**src/rtl/k2_pkg.sv**
```systemverilog
// K2 control unit shared definitions.
// State encoding, instruction field positions and destination codes.
package k2_pkg;

   localparam int IW_DEF = 8;
   localparam int JW_DEF = 3;

   localparam int J_BIT    = 7;
   localparam int C_BIT    = 6;
   localparam int DEST_MSB = 5;
   localparam int DEST_LSB = 4;
   localparam int SRC_BIT  = 3;
   localparam int IMM_MSB  = 2;
   localparam int IMM_LSB  = 0;

   localparam logic [1:0] DEST_RA   = 2'b00;
   localparam logic [1:0] DEST_RB   = 2'b01;
   localparam logic [1:0] DEST_RO   = 2'b10;
   localparam logic [1:0] DEST_NONE = 2'b11;

   typedef enum logic [2:0] {
      S_IDLE,
      S_FETCH,
      S_DECODE,
      S_EXECUTE,
      S_HALT,
      S_FAULT
   } state_e;

endpackage

```
**src/rtl/k2_instr_decoder.sv**
```systemverilog
// K2 instruction decoder: pure combinational view of the IR.
// ld_o bit 0 = RA, bit 1 = RB, bit 2 = RO.
module k2_instr_decoder
   import k2_pkg::*;
#(
   parameter int IW = IW_DEF,
   parameter int JW = JW_DEF
) (
   input  logic [IW-1:0] ir_i,
   input  logic          carry_flag_i,
   output logic          is_halt_o,
   output logic          take_jump_o,
   output logic [2:0]    ld_o,
   output logic          src_sel_o,
   output logic [JW-1:0] imm_o,
   output logic [JW-1:0] tgt_o
);

   logic [1:0] dest;

   assign dest  = ir_i[DEST_MSB:DEST_LSB];
   assign tgt_o = ir_i[IMM_LSB +: JW];

   always_comb begin
      is_halt_o   = 1'b0;
      take_jump_o = 1'b0;
      ld_o        = 3'b000;
      src_sel_o   = 1'b0;
      imm_o       = '0;
      if (ir_i[J_BIT]) begin
         // Conditional jumps fall through to a step when carry is clear.
         take_jump_o = ~ir_i[C_BIT] | carry_flag_i;
      end else if (ir_i[C_BIT]) begin
         is_halt_o = 1'b1;
      end else begin
         unique case (dest)
            DEST_RA:   ld_o = 3'b001;
            DEST_RB:   ld_o = 3'b010;
            DEST_RO:   ld_o = 3'b100;
            DEST_NONE: ld_o = 3'b000;
            default:   ld_o = 3'b000;
         endcase
         src_sel_o = ir_i[SRC_BIT];
         imm_o     = ir_i[IMM_LSB +: JW];
      end
   end

endmodule

```
**src/rtl/k2_control_unit.sv**
```systemverilog
// K2 multi-cycle sequencer: fetch over req/ack, decode, execute.
// Owns the FSM, fetch wait counter, IR and carry flag.
module k2_control_unit
   import k2_pkg::*;
#(
   parameter int IW      = IW_DEF,
   parameter int JW      = JW_DEF,
   parameter int TIMEOUT = 15
) (
   input  logic          clk,
   input  logic          reset,
   input  logic          run,
   output logic          rom_req,
   input  logic          rom_ack,
   input  logic [IW-1:0] rom_data,
   input  logic          carry_in,
   output logic          pc_step,
   output logic          pc_jump,
   output logic [JW-1:0] pc_jump_imm,
   output logic          ld_ra,
   output logic          ld_rb,
   output logic          ld_ro,
   output logic          src_sel,
   output logic [JW-1:0] imm,
   output logic          carry_flag,
   output logic          busy,
   output logic          halted,
   output logic          fault
);

   localparam int CW = $clog2(TIMEOUT + 1);
   localparam logic [CW-1:0] CNT_LAST = CW'(TIMEOUT - 1);

   state_e        state_q, state_d;
   logic [IW-1:0] ir_q, ir_d;
   logic          cf_q, cf_d;
   logic [CW-1:0] cnt_q, cnt_d;

   logic          dec_halt;
   logic          dec_jump;
   logic [2:0]    dec_ld;
   logic          dec_src;
   logic [JW-1:0] dec_imm;
   logic [JW-1:0] dec_tgt;

   k2_instr_decoder #(
      .IW (IW),
      .JW (JW)
   ) u_dec (
      .ir_i         (ir_q),
      .carry_flag_i (cf_q),
      .is_halt_o    (dec_halt),
      .take_jump_o  (dec_jump),
      .ld_o         (dec_ld),
      .src_sel_o    (dec_src),
      .imm_o        (dec_imm),
      .tgt_o        (dec_tgt)
   );

   always_ff @(posedge clk or negedge reset) begin
      if (!reset) begin
         state_q <= S_IDLE;
         ir_q    <= '0;
         cf_q    <= 1'b0;
         cnt_q   <= '0;
      end else begin
         state_q <= state_d;
         ir_q    <= ir_d;
         cf_q    <= cf_d;
         cnt_q   <= cnt_d;
      end
   end

   assign carry_flag = cf_q;

   always_comb begin
      state_d     = state_q;
      ir_d        = ir_q;
      cf_d        = cf_q;
      cnt_d       = '0;
      rom_req     = 1'b0;
      pc_step     = 1'b0;
      pc_jump     = 1'b0;
      pc_jump_imm = '0;
      ld_ra       = 1'b0;
      ld_rb       = 1'b0;
      ld_ro       = 1'b0;
      src_sel     = 1'b0;
      imm         = '0;
      busy        = 1'b0;
      halted      = 1'b0;
      fault       = 1'b0;
      unique case (state_q)
         S_IDLE: begin
            if (run) state_d = S_FETCH;
         end
         S_FETCH: begin
            rom_req = 1'b1;
            busy    = 1'b1;
            // An ack in the last allowed cycle still beats the timeout.
            if (rom_ack) begin
               ir_d    = rom_data;
               state_d = S_DECODE;
            end else if (cnt_q == CNT_LAST) begin
               state_d = S_FAULT;
            end else begin
               cnt_d = cnt_q + CW'(1);
            end
         end
         S_DECODE: begin
            busy    = 1'b1;
            state_d = dec_halt ? S_HALT : S_EXECUTE;
         end
         S_EXECUTE: begin
            busy    = 1'b1;
            pc_jump = dec_jump;
            pc_step = ~dec_jump;
            if (dec_jump) pc_jump_imm = dec_tgt;
            {ld_ro, ld_rb, ld_ra} = dec_ld;
            src_sel = dec_src;
            imm     = dec_imm;
            if ((|dec_ld) && !dec_src) cf_d = carry_in;
            state_d = run ? S_FETCH : S_IDLE;
         end
         S_HALT: begin
            halted = 1'b1;
         end
         S_FAULT: begin
            fault = 1'b1;
         end
         default: begin
            state_d = S_IDLE;
         end
      endcase
   end

endmodule
```
**config.mk**
```make
export PLATFORM = sky130hd
export DESIGN_NAME = k2_control_unit
export DESIGN_NICKNAME = d
export VERILOG_FILES = /design/src/rtl/k2_pkg.sv /design/src/rtl/k2_instr_decoder.sv /design/src/rtl/k2_control_unit.sv
export SDC_FILE = /design/constraint.sdc
export NUM_CORES = 1
export LEC_CHECK = 0
export ABC_AREA = 1
export CAP_MARGIN = 0
export CORE_MARGIN = 2
export CORE_UTILIZATION = 45
export CTS_CLUSTER_DIAMETER = 200
export CTS_CLUSTER_SIZE = 14
export DETAILED_ROUTE_END_ITERATION = 8
export PLACE_DENSITY = 0.76
export SLEW_MARGIN = 0
export SYNTH_ARGS = -nofsm -noshare
export SYNTH_HDL_FRONTEND = slang
export SYNTH_SLANG_ARGS = --single-unit
```
**constraint.sdc**
```tcl
create_clock -name clk -period 2.7 [get_ports clk]
set_clock_uncertainty 0.05 [all_clocks]
set_input_delay 0.27 -clock clk [delete_from_list [all_inputs] [get_ports clk]]
set_output_delay 0.27 -clock clk [all_outputs]
set_load 0.005 [all_outputs]
```
==> results of run 1 <==
## sequential cells by signal (all words and copies together), names as in the netlist
signal	cells
carry_flag	1
cnt_q	4
ir_q	8
state_q	3
## where the power goes
group          switching (W)  leakage, nW  internal, W  total (W)
clock network      0.0000723       0.0210    0.0000821   0.000154
registers          0.0000740        0.190     0.000328   0.000402
logic               0.000277        0.373     0.000208   0.000485
## cell type report
type / count / area share
flip-flops and latches: 16 / 0.3255
multi-input cells: 73 / 0.3204
repair buffers: 29 / 0.2360
inverters: 20 / 0.06104
clock buffers: 4 / 0.02950
well taps: 27 / 0.02747
## metrics by stage
step / hold slack (ps) / power [W] / cell area (um^2)
6_report: 367.2 / 0.001041 / 1230
4_1_cts: 387.5 / 0.001053 / 1230
5_1_grt: 424.8 / 0.001134 / 1230
2_1_floorplan: -75.59 / 0.0007140 / 884.6
3_5_place_dp: 444.0 / 0.0008898 / 1194
3_3_place_gp: 425.7 / 0.0008707 / 1194
## cells by family (layout without fill, tap and decap cells)
kind of cell	count (synthesis)	count (layout)	share of synthesized area
and+or+nand+nor	55	55	0.2857
DFF	16	16	0.4526
xor gates and xnor gates	2	2	0.01981
AOI/OAI and AO/OA	14	14	0.1117
buffers and inverters	21	53	0.1018
adders and majority gates	2	2	0.02828
## worst paths after layout
check                      slack (ps)          to  cells after the start  startpoint
max                               490       ld_ra                      4  state_q[2]
min                               370     ir_q[1]                      1       reset
max reg2reg                      1370  state_q[2]                      8    cnt_q[0]
min reg2reg                       450    cnt_q[0]                      1    cnt_q[0]
max in group asynchronous        1770     ir_q[7]                      1       reset
min in group clk                  450    cnt_q[0]                      1    cnt_q[0]
## layout by cell type (no fill, tap or decap), drive strengths merged
cell type,n
o211ai,1
dfrtp,16
nand2,14
xnor2,1
nor4,3
xor2,1
nor2,26
nand3,7
ha,2
a21oi,8
clkdlybuf4s50,29
o21ai,5
nor3,4
nand4,1
inv,20
clkbuf,4
## metal layers
layer	vias up	part of all wire	track usage
met5	-	0	0
met4	0	0.012	0.07143
met3	4	0.051	0.04321
met2	24	0.49	0.3264
met1	389	0.45	0.2065
li1	410	-	-
## cells in the mapped netlist, types with 2 or more instances
| cell type | number | area [um^2] |
|---|---|---|
| a21oi_2 | 7 | 61.31 |
| nand3_1 | 5 | 25.02 |
| nand3_2 | 2 | 20.02 |
| nand2_1 | 13 | 48.80 |
| nor3_1 | 4 | 20.02 |
| nor4_1 | 3 | 18.77 |
| ha_1 | 2 | 25.02 |
| o21ai_0 | 4 | 20.02 |
| dfrtp_1 | 16 | 400.4 |
| nor2_2 | 2 | 12.51 |
| nor2_1 | 24 | 90.09 |
| inv_2 | 2 | 7.510 |
| inv_1 | 18 | 67.56 |
==> impl_metrics.yaml, run 1 <==
run_status:
  status: "completed"
pwr:
  ir_drop_v: 0.0004437
  p_leak_nw: 0.5839
  p_per_area_nw_per_um2: 846.7
die:
  ios: 30
  die_y_um: 48.34
  start_util: 0.4651
  dieWidth_um: 48.34
  num_rows: 16
  die-area_um2: 2336
  fp.coreArea_um2: 1902
cells_and_area:
  fillers: 166
  drive_above_1_share: 0.1268
  final_util: 0.6467
  fin_cells: 169
  multiInputGateArea_um2: 394.1
  final_nets: 158
  diodes: 0
  synthToLayoutAreaGrowth_pct: 39.04
  regArea_um2: 400.4
clocking:
  cts.sinks: 16
  cts_hold_buf: 0
  htreeDepth: 1
  cts_tree: "done"
  clockRootBuffer: "clkbuf_4"
  clock_path_buffers: 2
  ctsResizeCount: 0
  clock_latency_ps: 280
  cts_made_buffers: 3
  postCtsSetupBuffers: 0
  clkTransAtPathRegs_ps: 90
timing:
  finalSetupViolCount: 0
  fin_crit_ps: 2205
  tightestPinTransition_ps: 735.7
  hold_violations: 0
  period_share: 0.8168
  tns_ps: 0
  max_freq_mhz: 453.4
  fin_ws_ps: 494.7
  grt_setup_unrepaired: "no"
  maxSlewViolCount: 0
  relSlewSlack: 0.5080
critical_path:
  cp-end-kind: "output pin"
  worst_ep_arrival_time_ps: 1890
  critPathBufInv: 2
  critical_path.slowest_cell: "clkdlybuf4s50_1"
  max_stage_delay_ps: 560
  cp_top_family: "buffers and inverters"
  cp.required_ps: 2380
  worstPathMaxFanout: 10
  crit_path_start_kind: "flop"
  crit_type: "flop to output pin"
  worstPathCellList: "inv_1 -> nand3_2 -> nor4_1 -> clkdlybuf4s50_1"
logic_synthesis:
  synth_flop_cell: "dfrtp_1"
  synth_seq_cells: 16
  synth.avg_cell_area_um2: 8.042
  synthArstFlopShare: 1.000
  netlist_area_um2: 884.6
  synth-warning-count: 0
  synth_fp_nets: 125
  synth.distinct_cells: 21
  synth_edf_count: 0
  synthCells: 110
  yosysSeqAreaShare: 0.4526
placed_design:
  pre_cts_slack_ps: 816.7
  dp_hpwl_mm: 1.445
  io_buffers: 29
  dp_cells: 165
  routabilityCongestion: 0.8258
min_path:
  hp-class: "input port to asynchronous set/reset pin"
drt:
  viasPerCell: 4.893
  num_vias: 827
  drtIter0Drc: 7
  wl_per_cell_um: 11.01
  drc_errors: 0
  routed_wl_mm: 1.861
  drt.antenna.violating_nets: 0
  firstDrtPassIters: 4
global_routing:
  grt_pass1_vias: 822
  grt_usage: 0.1811
  antenna_found_initial: 0
  grt-ovfl-total: 0
  grt_pass1_wl_mm: 3.401
  grt_max_degree: 17
flow_run:
  maxCapViolCount: 0
Note: power is estimated with default switching activity, not from simulation.
==> run 2, diff against run 1 <==
--- a/config.mk
+++ b/config.mk
@@ -8,11 +8,11 @@
 export ABC_AREA = 1
 export CAP_MARGIN = 0
 export CORE_MARGIN = 2
-export CORE_UTILIZATION = 45
+export CORE_UTILIZATION = 40
 export CTS_CLUSTER_DIAMETER = 200
 export CTS_CLUSTER_SIZE = 14
 export DETAILED_ROUTE_END_ITERATION = 8
-export PLACE_DENSITY = 0.76
+export PLACE_DENSITY = 0.72
 export SLEW_MARGIN = 0
 export SYNTH_ARGS = -nofsm -noshare
 export SYNTH_HDL_FRONTEND = slang
==> constraint.sdc (replaced) <==
create_clock -name clk -period 2 [get_ports clk]
set_clock_uncertainty 0.05 [all_clocks]
set_input_delay 0.2 -clock clk [delete_from_list [all_inputs] [get_ports clk]]
set_output_delay 0.2 -clock clk [all_outputs]
set_load 0.005 [all_outputs]
==> run 2 against run 1 <==
Against the previous run:
- register-to-register slack got worse by 700 ps
- clock power rose by 38%
- sequential power rose by 42%
- routed wire length rose by 6.9%
- critical path depth rose by 1
- worst setup slack got worse by 440 ps
- worst hold slack got worse by 180 ps
- combinational power rose by 47%
- final cell count rose by 3.0%
- count of clock-buffer cells in the layout did not move
- largest power group unchanged
==> impl_metrics.yaml, run 2 (synthesis gave the netlist of run 1 again) <==
drt:
  viasPerCell: 4.730
  firstDrtPassIters: 4
  drtIter0Drc: 7
  num_vias: 823
  drt.antenna.violating_nets: 0
  wl_per_cell_um: 11.44
  routed_wl_mm: 1.990
  drc_errors: 0
pwr:
  p_leak_nw: 0.6961
  totalPowerFinal_w: 0.001495
  ir_drop_v: 0.0007910
  p_per_area_nw_per_um2: 1138
placed_design:
  dp_cells: 167
  dp_hpwl_mm: 1.392
  pre_cts_slack_ps: 180.4
  io_buffers: 29
  routabilityCongestion: 0.7790
timing:
  grt_setup_unrepaired: "yes"
  finalSetupViolCount: 0
  tightestPinTransition_ps: 354.3
  fin_crit_ps: 1950
  relSlewSlack: 0.7622
  fin_ws_ps: 50.48
  max_freq_mhz: 512.9
  hold_violations: 0
  period_share: 0.9748
  maxSlewViolCount: 0
cells_and_area:
  largest_reg_flops: 8
  top_regs: "ir_q: 8 flops, cnt_q: 4 flops, state_q: 3 flops"
  regMostFlops: "ir_q"
  final_nets: 162
  fillers: 186
  diodes: 0
  synthToLayoutAreaGrowth_pct: 48.51
  drive_above_1_share: 0.2123
  layout_common_cells: "23 x nor2_1, 23 x clkdlybuf4s50_1, 16 x inv_1, 14 x dfrtp_1, 13 x nand2_1"
  fin_cells: 174
flow_run:
  maxCapViolCount: 0
clocking:
  cts_tree: "done"
  cts.sinks: 16
  cts_hold_buf: 0
  cts_made_buffers: 3
  clock_path_buffers: 2
  clock_latency_ps: 280
  clockRootBuffer: "clkbuf_4"
  htreeDepth: 1
  clkTransAtPathRegs_ps: 100
die:
  die_y_um: 51.03
  die-area_um2: 2604
  ios: 30
  fp.coreArea_um2: 2148
  num_rows: 17
  dieWidth_um: 51.03
  start_util: 0.4118
critical_path:
  worst_ep_arrival_time_ps: 1700
  crit_type: "flop to output pin"
  r2r_cells: 7
  cp-end-kind: "output pin"
  worstPathMaxFanout: 3
  cp.required_ps: 1750
  r2r_slack_ps: 670
  crit_path_start_kind: "flop"
min_path:
  hp-class: "input port to asynchronous set/reset pin"
global_routing:
  antenna_found_initial: 0
  grt_max_degree: 17
  grt-ovfl-total: 0
  grt_usage: 0.1564
  grt_pass1_wl_mm: 3.139
  grt_pass1_vias: 780
run_status:
  status: "completed"
## run 2: cell types whose count changed in the layout (fill, tap and decap cells not counted), sizes merged
cell / previous run / this run
clkdlybuf4s50: 29 / 23
dlymetal6s2s: 0 / 5
buf: 0 / 3
dlygate4sd2: 0 / 1
nand3: 7 / 8
## run 2: critical path, cell delays in order, from the launching register on
cell	delay (ps)
dfrtp_1	370
inv_1	80
o21ai_1	310
nand2_1	90
inv_1	80
clkdlybuf4s50_1	510
## run 2: cell type report
class | instances | area [um^2] | area share
clock buffers | 4 | 36.28 | 0.02762
inverters | 20 | 75.07 | 0.05714
multi-input cells | 74 | 440.4 | 0.3352
flip-flops and latches | 16 | 402.9 | 0.3067
well taps | 28 | 35.03 | 0.02667
repair buffers | 32 | 324.1 | 0.2467
## run 2: stage by stage
stage	TNS [ps]	utilization	area, um^2	hold slack, ps
2_1_floorplan	0	-	884.6	-145.6
3_3_place_gp	0	0.5597	1202	420.8
3_5_place_dp	0	0.5597	1202	434.5
4_1_cts	0	0.5906	1269	185.1
5_1_grt	-20.06	0.6115	1314	206.9
6_report	0	0.6115	1314	186.9
## run 2: final timing paths
| kind | from | to |
|---|---|---|
| hold / removal | reset | ir_q[2] |
| setup / recovery | ir_q[6] | pc_step |
| min in group clk | carry_in | carry_flag |
| setup reg to reg | state_q[2] | ir_q[4] |
| max in group asynchronous | reset | state_q[0] |
| hold reg to reg | cnt_q[0] | cnt_q[0] |
## run 2: layer usage
layer | up-vias | GRT usage | wire (um)
met4 | 0 | 0.05405 | 9
met1 | 376 | 0.2104 | 915
met2 | 22 | 0.2489 | 959
li1 | 423 | - | -
met5 | - | 0 | 0
met3 | 2 | 0.03216 | 105
## run 2: power breakdown
group,switching (W),internal [W]
logic,0.000407,0.000308
registers,0.000122,0.000446
clock network,0.000102,0.000111
total,0.000631,0.000864
## run 2: timing repair
| item | 4_1_cts | 5_1_grt |
|---|---|---|
| endpoints found under the setup margin | 11 | 8 |
| cloned | 0 | 1 |
| gates resized for setup | 7 | 11 |
| setup buffers | 2 | 0 |
==> run 3, diff against run 2 <==
--- a/config.mk
+++ b/config.mk
@@ -6,13 +6,14 @@
 export NUM_CORES = 1
 export LEC_CHECK = 0
 export ABC_AREA = 1
+export ABC_CLOCK_PERIOD_IN_PS = 2400
 export CAP_MARGIN = 0
 export CORE_MARGIN = 2
-export CORE_UTILIZATION = 40
+export CORE_UTILIZATION = 45
 export CTS_CLUSTER_DIAMETER = 200
 export CTS_CLUSTER_SIZE = 14
 export DETAILED_ROUTE_END_ITERATION = 8
-export PLACE_DENSITY = 0.72
+export PLACE_DENSITY = 0.76
 export SLEW_MARGIN = 0
 export SYNTH_ARGS = -nofsm -noshare
 export SYNTH_HDL_FRONTEND = slang
==> constraint.sdc (replaced) <==
create_clock -name clk -period 2.4 [get_ports clk]
set_clock_uncertainty 0.05 [all_clocks]
set_input_delay 0.24 -clock clk [delete_from_list [all_inputs] [get_ports clk]]
set_output_delay 0.24 -clock clk [all_outputs]
set_load 0.005 [all_outputs]
==> results of run 3 <==
Same layout as run 1 (identical final DEF). Status: completed.
Main changes from that run: setup slack after placement 816.7 ps -> 546.7 ps; setup slack after layout 494.7 ps -> 224.6 ps; hold slack 367.2 ps -> 337.2 ps; register-to-register setup slack 1370 ps -> 1070 ps; total power 0.001041 W -> 0.001172 W; worst IR drop on VDD 0.0004437 V -> 0.0004991 V
